==> config.mk <==
export PLATFORM = sky130hd
export DESIGN_NAME = ntr_cmd_capture
export DESIGN_NICKNAME = d
export VERILOG_FILES = /design/src/rtl/ntr_pkg.sv /design/src/rtl/ntr_sync.sv /design/src/rtl/ntr_cmd_capture.sv
export SDC_FILE = /design/constraint.sdc
export NUM_CORES = 1
export LEC_CHECK = 0
export CELL_PAD_IN_SITES_DETAIL_PLACEMENT = 1
export CELL_PAD_IN_SITES_GLOBAL_PLACEMENT = 2
export CORE_AREA = 2 2 130 132
export CTS_CLUSTER_DIAMETER = 60
export DETAILED_ROUTE_END_ITERATION = 8
export DIE_AREA = 0 0 132 134
export PLACE_DENSITY = 0.83
export SYNTH_ARGS = -nofsm -noshare
export SYNTH_HDL_FRONTEND = slang
export SYNTH_HIERARCHICAL = 1
export SYNTH_SLANG_ARGS = --single-unit
==> constraint.sdc <==
create_clock -name clk -period 3.7 [get_ports clk]
set_input_delay 0.74 -clock clk [delete_from_list [all_inputs] [get_ports clk]]
set_output_delay 0.74 -clock clk [all_outputs]
set_load 0.01 [all_outputs]
==> src/rtl/ntr_pkg.sv <==
// Shared definitions for the NTR cartridge-bus command capture path.
package ntr_pkg;

    localparam int NTR_CMD_BYTES = 8;
    localparam int NTR_DATA_W    = 8;

    typedef enum logic [1:0] {
        ST_IDLE = 2'd0,
        ST_CMD  = 2'd1,
        ST_DATA = 2'd2
    } ntr_state_e;

endpackage

==> src/rtl/ntr_sync.sv <==
// Multi-flop synchroniser with a per-bit reset value; all bits share one chain so they stay aligned.
module ntr_sync #(
    parameter int               WIDTH   = 1,
    parameter int               STAGES  = 2,
    parameter logic [WIDTH-1:0] RST_VAL = '0
) (
    input  logic             clk,
    input  logic             rst_n,
    input  logic [WIDTH-1:0] din,
    output logic [WIDTH-1:0] dout
);

    logic [STAGES-1:0][WIDTH-1:0] chain;

    always_ff @(posedge clk or negedge rst_n) begin
        if (!rst_n)
            chain <= {STAGES{RST_VAL}};
        else
            chain <= {chain[STAGES-2:0], din};
    end

    assign dout = chain[STAGES-1];

endmodule

==> src/rtl/ntr_cmd_capture.sv <==
// Captures NTR command packets: synchronises the async bus, detects ntr_clk rising edges,
// frames on chip select, and counts data-phase beats after each complete command.
module ntr_cmd_capture
    import ntr_pkg::*;
#(
    parameter int DATA_W      = NTR_DATA_W,
    parameter int CMD_BYTES   = NTR_CMD_BYTES,
    parameter int SYNC_STAGES = 2,
    parameter int CNT_W       = 16
) (
    input  logic                        clk,
    input  logic                        rst_n,
    input  logic                        ntr_clk,
    input  logic                        ntr_cs_n,
    input  logic [DATA_W-1:0]           ntr_data,
    output logic [CMD_BYTES*DATA_W-1:0] cmd,
    output logic                        cmd_valid,
    output logic                        cmd_abort,
    output logic                        busy,
    output logic [CNT_W-1:0]            data_cnt
);

    localparam int CMD_W  = CMD_BYTES * DATA_W;
    localparam int HIST_W = (CMD_BYTES > 1) ? (CMD_BYTES - 1) * DATA_W : 1;
    localparam int BEAT_W = $clog2(CMD_BYTES + 1);
    localparam logic [DATA_W+1:0] SYNC_RST = {2'b11, {DATA_W{1'b0}}};

    logic              sync_clk, sync_cs_n;
    logic [DATA_W-1:0] sync_data;
    logic              sync_clk_q;
    logic              bus_edge;

    ntr_state_e        state, state_nxt;
    logic [BEAT_W-1:0] beat, beat_nxt;
    logic [HIST_W-1:0] hist, hist_nxt;
    logic [CMD_W-1:0]  shifted;
    logic [CMD_W-1:0]  cmd_nxt;
    logic              valid_nxt, abort_nxt;
    logic [CNT_W-1:0]  cnt_nxt;

    ntr_sync #(
        .WIDTH   (DATA_W + 2),
        .STAGES  (SYNC_STAGES),
        .RST_VAL (SYNC_RST)
    ) u_sync (
        .clk   (clk),
        .rst_n (rst_n),
        .din   ({ntr_clk, ntr_cs_n, ntr_data}),
        .dout  ({sync_clk, sync_cs_n, sync_data})
    );

    assign bus_edge = sync_clk & ~sync_clk_q;

    // hist holds the beats already taken; the newest beat lands in the LSBs
    generate
        if (CMD_BYTES > 1) begin : g_multi
            assign shifted = {hist, sync_data};
        end else begin : g_single
            assign shifted = sync_data;
        end
    endgenerate

    always_ff @(posedge clk or negedge rst_n) begin
        if (!rst_n) begin
            state      <= ST_IDLE;
            beat       <= '0;
            hist       <= '0;
            cmd        <= '0;
            cmd_valid  <= 1'b0;
            cmd_abort  <= 1'b0;
            data_cnt   <= '0;
            sync_clk_q <= 1'b1;
        end else begin
            state      <= state_nxt;
            beat       <= beat_nxt;
            hist       <= hist_nxt;
            cmd        <= cmd_nxt;
            cmd_valid  <= valid_nxt;
            cmd_abort  <= abort_nxt;
            data_cnt   <= cnt_nxt;
            sync_clk_q <= sync_clk;
        end
    end

    always_comb begin
        state_nxt = state;
        beat_nxt  = beat;
        hist_nxt  = hist;
        cmd_nxt   = cmd;
        valid_nxt = 1'b0;
        abort_nxt = 1'b0;
        cnt_nxt   = data_cnt;
        case (state)
            ST_IDLE: begin
                if (!sync_cs_n) begin
                    state_nxt = ST_CMD;
                    beat_nxt  = '0;
                end
            end
            ST_CMD: begin
                // chip select release takes priority over a coincident edge
                if (sync_cs_n) begin
                    abort_nxt = 1'b1;
                    state_nxt = ST_IDLE;
                end else if (bus_edge) begin
                    hist_nxt = shifted[HIST_W-1:0];
                    beat_nxt = beat + 1'b1;
                    if (beat == BEAT_W'(CMD_BYTES - 1)) begin
                        cmd_nxt   = shifted;
                        valid_nxt = 1'b1;
                        cnt_nxt   = '0;
                        state_nxt = ST_DATA;
                    end
                end
            end
            ST_DATA: begin
                if (sync_cs_n)
                    state_nxt = ST_IDLE;
                else if (bus_edge && data_cnt != {CNT_W{1'b1}})
                    cnt_nxt = data_cnt + 1'b1;
            end
            default: state_nxt = ST_IDLE;
        endcase
    end

    assign busy = (state != ST_IDLE);

endmodule
==> results of run 1 <==
-- area by class of cell --
cell class	count	area, um2
fillers	1599	8140
flip-flops and latches	165	4140
multi-input cells	228	2060
repair buffers	101	1010
clock buffers	23	508
well taps	220	275
clock inverters	9	139
inverters	7	26.3
-- how the worst max path moves through the flow --
stage | start | slack [ns] | to | cells after the start
after global placement | u_sync/dout[9] | 1.41 | cmd[51] | 4
after detailed placement | u_sync/dout[9] | 1.27 | cmd[51] | 4
after CTS | u_sync/dout[9] | 1.27 | cmd[42] | 4
after floorplan | data_cnt[1] | 1.82 | data_cnt[6] | 6
after global routing | u_sync/dout[9] | 1.09 | cmd[40] | 4
final | state[0] | 1.29 | busy | 2
-- per-layer routing --
metal	global-route usage (%)	routed length [um]
met3	3.85	511
met1	20.3	6020
met2	23.9	6000
met5	0	0
met4	6.52	225
-- power groups by stage --
stage | sequential, W | combinational, W | clock, W
after floorplan | 0.00211 | 0.000183 | 0
after global placement | 0.00216 | 0.000240 | 0
after detailed placement | 0.00218 | 0.000253 | 0
after CTS | 0.00215 | 0.000257 | 0.00192
after global routing | 0.00217 | 0.000279 | 0.00200
final | 0.00214 | 0.000249 | 0.00187
-- flip-flops by register name, summed over array words and instances, names as in the netlist --
name / cells
hist: 56
cmd: 64
beat: 4
data_cnt: 16
cmd_valid: 1
u_sync/chain: 10
sync_clk_q: 1
state: 2
u_sync/dout: 10
cmd_abort: 1
-- per-stage QoR --
stage	worst slack [ns]	cells	instance area [um2]	hold WS (ns)
floorplan	1.82	429	6400	0.331
CTS	1.27	753	8150	0.351
detailed placement	1.27	721	7510	0.337
finish	1.29	753	8150	0.350
global route	1.09	753	8150	0.362
global placement	1.41	721	7510	0.332
-- Yosys cell counts, types with 2 or more instances --
cell type  number  share of area [%]
dfrtp_1       160                 63
mux2_2        120                 21
a31oi_1        15                1.5
nand2_1        15               0.88
buf_2          12               0.94
buf_4          10                1.2
nand3_1         8               0.63
o21ai_0         8               0.63
inv_1           7               0.41
nand4_1         7               0.68
nor3_1          7               0.55
dfstp_2         5                2.1
nand2b_1        5               0.49
a21oi_1         4               0.31
buf_6           4               0.70
clkbuf_1        3               0.18
nor2_1          3               0.18
o21a_1          3               0.35
a21boi_0        2               0.23
a2bb2oi_1       2               0.27
and3_1          2               0.20
ha_1            2               0.39
o211ai_1        2               0.23
o31a_1          2               0.27
or4_1           2               0.23
-- cell families after synthesis --
family                     after synthesis  share of synthesized area, %
DFF                                    165                          64.6
adders and majority gates                2                         0.391
and+or+nand+nor                         60                          5.45
muxes                                  121                          21.3
buffers and inverters                   36                          3.40
AOI/OAI and AO/OA                       45                          4.87
-- worst register-to-register path, stage by stage, from the launching register on --
cell     delay [ns]
dfstp_2        0.54
nor3b_2        0.39
nand3_4        0.54
buf_4          0.49
mux2_2         0.34
==> results by group, run 1 <==
Critical path
  – Worst-path cell chain: or2_2, clkdlybuf4s50_1
  – CP Data Required Time: 2.96 ns
  – Critical Path End Type: output port
  – Reg2Reg Depth: 4
  – WP buf/inv: 1
  – Reg-to-Reg End: cmd[42]
  – Slowest-stage cell, CP: clkdlybuf4s50_1
  – CP Max Fanout: 7
  – CP startpoint kind: flip-flop
  – Data arrival, critical path: 1.67 ns
  – Worst Setup Path Type: reg2out
  – Cell family with most CP delay: buffers and inverters
  – CP peak stage delay: 0.48 ns
  – R2R Setup Slk: 1.29 ns
  – R2R Path Start: u_sync/dout[9]

Global routing
  – GRT Total Usage: 15.3%
  – Number of global-route vias before repair: 4,022
  – Grt ovf: 0
  – Pin count of the biggest net entering global routing: 102
  – Initial antenna violation count: 0
  – First-pass GRT wire length: 21,200 um

Yosys
  – Number of library cell types mapped by synthesis: 44
  – Async set or reset register ratio after synthesis: 100%
  – Mapped cell area: 0.00640 mm2
  – Syn_nets: 443
  – Post-synthesis register bit count: 165
  – Main synth FF type: dfrtp_1
  – Post-synth EDFFs: 0
  – Syn_area_per_cell: 14.9 um2
  – Yosys Warn Count: 6
  – Seq/Total Area, Yosys: 64.6%
  – Cells after Synth: 429

Drt
  – Routed WL per cell: 16.9 um
  – Post-DRT Antenna Nets: 0
  – Vias per cell: 4.98
  – Routed wire length: 12,800 um
  – DR DRC count: 0
  – First-pass DRT Iterations: 4
  – Initial DRC Count: 161
  – Total number of vias: 3,752

Timing
  – RSZ-0062 raised after global routing: false
  – Final setup violation count: 0
  – Setup TNS: 0 ns
  – Min Clock Period, post-route: 2.41 ns
  – Fin crit share: 65.2%
  – Max Freq: 0.415 GHz
  – Worst Max-Slew Pin Slew: 0.913 ns
  – Hold Vio Cnt, Final: 0
  – Normalized max-slew margin: 39.2%
  – Pins Over Slew Limit: 0
  – Final Skew: 0.00707 ns

Flow run
  – Number of max-cap violations: 0

Power and ir drop
  – Comb pwr share: 5.8%
  – P per Cell Area: 522 mW/mm2
  – Switching Fraction: 21.9%
  – Sequential power share: 50.3%
  – Int Pwr: 0.00332 W
  – Clock Power Share: 43.9%
  – Leakage: 3.76 nW
  – VDD IR-drop max: 0.361 mV
  – Pwr Total: 0.00426 W
  – Psw: 0.000932 W

Placement
  – IO buf count: 94
  – RePlAce Congestion: 0.797
  – HPWL Detailed: 8530 um

Worst hold path
  – Hold path startpoint: u_sync/chain[3]
  – Hold endpoint: u_sync/dout[3]
  – Hold crit path type: reg2reg
  – Hold Path Cell Cnt: 0

Clock network
  – # hold bufs at CTS: 0
  – Clock Latency Late Sink: 0.42 ns
  – CTS Sinks: 165
  – Cts bufs inserted: 17
  – H-tree levels: 4
  – Clock transition at the registers of the reported paths: 0.06 ns
  – CTS Buffer Depth: 2
  – Setup Buffers After CTS: 0
  – Root Buffer Master: clkbuf_16
  – Post-CTS sizing: 0
  – CTS tree: done

Floorplanning
  – Core Area: 0.0163 mm2
  – Total die area: 0.0177 mm2
  – Ports: 95
  – Initial Utilization: 39.3%
  – Die height: 134 um
  – Die Span X: 132 um
  – Site row count: 47

Layout
  – Area Growth Syn to Fin: 27.4%
  – Most common cell after layout, fill and taps aside: dfrtp_1
  – Finished Core Util: 50.0%
  – Share of layout cells above drive strength 1: 32.6%
  – Ant. Diodes: 0
  – Most frequent cells in the layout: 160 x dfrtp_1, 120 x mux2_2, 93 x clkdlybuf4s50_1
  – NumNets Final: 534

Status
  – Status: complete, no violations
(Power assumes the default switching activity.)
==> run 2, diff against run 1 <==
--- a/config.mk
+++ b/config.mk
@@ -7,11 +7,11 @@
 export LEC_CHECK = 0
 export CELL_PAD_IN_SITES_DETAIL_PLACEMENT = 1
 export CELL_PAD_IN_SITES_GLOBAL_PLACEMENT = 2
-export CORE_AREA = 2 2 130 132
+export CORE_AREA = 2 2 133 135
 export CTS_CLUSTER_DIAMETER = 60
 export DETAILED_ROUTE_END_ITERATION = 8
-export DIE_AREA = 0 0 132 134
-export PLACE_DENSITY = 0.83
+export DIE_AREA = 0 0 135 137
+export PLACE_DENSITY = 0.8
 export SYNTH_ARGS = -nofsm -noshare
 export SYNTH_HDL_FRONTEND = slang
 export SYNTH_HIERARCHICAL = 1
==> constraint.sdc (replaced) <==
create_clock -name clk -period 2.3 [get_ports clk]
set_input_delay 0.46 -clock clk [delete_from_list [all_inputs] [get_ports clk]]
set_output_delay 0.46 -clock clk [all_outputs]
set_load 0.01 [all_outputs]
==> results by group, run 2 (synthesis results as in run 1) <==
Critical path
  – CP startpoint: data_cnt[1]
  – CP Max Fanout: 10 (+3)
  – R2R Path Start: data_cnt[1]
  – Worst Setup Path Type: reg2reg
  – CP Data Required Time: 2.59 ns (-0.37 ns)
  – Data arrival, critical path: 2.43 ns (+0.76 ns)
  – Reg2Reg Depth: 5 (+1)
  – CP startpoint kind: flip-flop
  – Critical Path End Type: flip-flop

Timing
  – Hold Vio Cnt, Final: 0 (unchanged)
  – Final Skew: 0.00901 ns (+0.00194 ns)
  – Worst Max-Slew Pin Slew: 0.608 ns (-0.305 ns)
  – Pins Over Slew Limit: 0 (unchanged)
  – Normalized max-slew margin: 59.5% (+20 points)
  – Setup TNS: 0 ns (unchanged)
  – Final setup violation count: 0 (unchanged)
  – RSZ-0062 raised after global routing: false
  – Fin crit share: 93.1%
  – Max Freq: 0.467 GHz
  – Min Clock Period, post-route: 2.14 ns

Clock network
  – Cts bufs inserted: 17 (unchanged)
  – # hold bufs at CTS: 0 (unchanged)
  – Setup Buffers After CTS: 0 (unchanged)
  – CTS tree: done
  – Clock Latency Late Sink: 0.42 ns (about the same)
  – Post-CTS sizing: 0 (unchanged)
  – H-tree levels: 4 (unchanged)
  – CTS Buffer Depth: 2 (unchanged)
  – Clock transition at the registers of the reported paths: 0.07 ns (about the same)
  – CTS Sinks: 165 (unchanged)
  – Root Buffer Master: clkbuf_16

Global routing
  – Met3 GRT Util: 4.30% (+0.44 points)
  – GRT Total Usage: 15.2% (-0.051 points)
  – Number of global-route vias before repair: 4,108 (+2.1%)
  – GR Util met2: 24.4% (+0.47 points)
  – Grt ovf: 0 (unchanged)
  – Pin count of the biggest net entering global routing: 67 (-34%)
  – Initial antenna violation count: 0 (unchanged)
  – Busiest grt layer: met2
  – Met1 Use GR: 19.5% (-0.85 points)
  – First-pass GRT wire length: 21,600 um (+1.9%)

Layout
  – Number of flip-flops in the largest register: 64 (unchanged)
  – Share of layout cells above drive strength 1: 33.4% (+0.75 points)
  – Final instance area: 0.00821 mm2 (+0.71%)
  – Most common cell after layout, fill and taps aside: dfrtp_1
  – Top flop regs: cmd: 64 flops, hist: 56 flops, data_cnt: 16 flops
  – Most frequent cells in the layout: 160 x dfrtp_1, 120 x mux2_2, 93 x clkdlybuf4s50_1
  – Area Growth Syn to Fin: 28.3%
  – Cell Count, Final, Fillers Out: 764 (+1.5%)
  – Ant. Diodes: 0 (unchanged)
  – Fillers: 1,699 (+6.3%)
  – Top reg by flops: cmd
  – NumNets Final: 540 (+1.1%)

Drt
  – DR DRC count: 0 (unchanged)
  – Routed wire length: 13,100 um (+2.6%)
  – Routed WL per cell: 17.1 um (+1.1%)
  – Total number of vias: 3,773 (+0.56%)
  – Vias per cell: 4.94 (-0.89%)
  – First-pass DRT Iterations: 4 (unchanged)
  – Post-DRT Antenna Nets: 0 (unchanged)
  – Initial DRC Count: 155 (-3.7%)

Power and ir drop
  – P per Cell Area: 834 mW/mm2 (+60%)
  – Leakage: 3.80 nW (+1.1%)
  – VDD IR-drop max: 0.507 mV (+40%)

Placement
  – IO buf count: 94 (unchanged)
  – RePlAce Congestion: 0.777 (-2.5%)
  – Area after DPL: 0.00758 mm2 (+1.0%)
  – Placed Instances: 732 (+1.5%)
  – HPWL Detailed: 8700 um (+1.9%)

Floorplanning
  – Ports: 95 (unchanged)
  – Core Area: 0.0171 mm2 (+4.7%)
  – Site row count: 48 (+2.1%)
  – Die Span X: 135 um (+2.3%)
  – Total die area: 0.0185 mm2 (+4.6%)
  – Die height: 137 um (+2.2%)
  – Initial Utilization: 37.5% (-1.8 points)

Status
  – Status: complete, no violations

Worst hold path
  – Hold crit path type: in2async

Flow run
  – Number of max-cap violations: 0 (unchanged)
-- run 2: worst max-delay path, cell delays in order, from the launching register on --
cell and delay (ns):
dfrtp_1 0.42, ha_1 0.29, nand4_2 0.18, or4_1 0.78, a31oi_1 0.27, a31oi_1 0.07
-- run 2: path summary, 6_finish.rpt --
check,endpoint,slack (ns)
worst max-delay path,data_cnt[5],0.16
worst min-delay path,u_sync/chain[3],0.03
worst max register to register,data_cnt[5],0.16
worst min register to register,u_sync/dout[3],0.35
max in group asynchronous,hist[41],1.58
min in group clk,u_sync/dout[3],0.35
-- run 2: metrics by stage --
| stage | hold slack [ns] | util [%] | power (W) | setup slack, ns |
|---|---|---|---|---|
| 3_3_place_gp | 0.332 | 44.5 | 0.00386 | 0.281 |
| 2_1_floorplan | 0.164 | - | 0.00368 | 0.415 |
| 4_1_cts | 0.0403 | 48.1 | 0.00696 | 0.154 |
| 6_report | 0.0308 | 48.1 | 0.00685 | 0.158 |
| 3_5_place_dp | 0.339 | 44.5 | 0.00391 | 0.176 |
| 5_1_grt | 0.0677 | 48.1 | 0.00716 | 0.0673 |
-- run 2: layer usage --
metal	vias to the layer above	share of wire, %
met5	-	0
met4	0	1.9
met3	16	4.4
met2	71	48
met1	1944	45
li1	1742	-
-- run 2: layout make-up --
cell class | instances | area, um2 | area share (%)
Sequential cell | 165 | 4140 | 50.4
Inverter | 7 | 26.3 | 0.320
Clock inverter | 14 | 189 | 2.30
Multi-Input combinational cell | 228 | 2060 | 25.1
Tap cell | 225 | 282 | 3.43
Clock buffer | 18 | 439 | 5.35
Timing Repair Buffer | 107 | 1080 | 13.1
-- run 2: power breakdown --
group / total, W / internal, W / switching (W) / leakage (nW)
logic: 0.000409 / 0.000257 / 0.000152 / 1.30
clock network: 0.00301 / 0.00178 / 0.00123 / 0.308
registers: 0.00343 / 0.00320 / 0.000229 / 2.19
total: 0.00685 / 0.00524 / 0.00161 / 3.80
==> run 3, diff against run 2 <==
--- a/config.mk
+++ b/config.mk
@@ -5,6 +5,7 @@
 export SDC_FILE = /design/constraint.sdc
 export NUM_CORES = 1
 export LEC_CHECK = 0
+export ABC_CLOCK_PERIOD_IN_PS = 2300
 export CELL_PAD_IN_SITES_DETAIL_PLACEMENT = 1
 export CELL_PAD_IN_SITES_GLOBAL_PLACEMENT = 2
 export CORE_AREA = 2 2 133 135
==> results of run 3 <==
Final layout, timing and power as in run 2 (identical DEF).
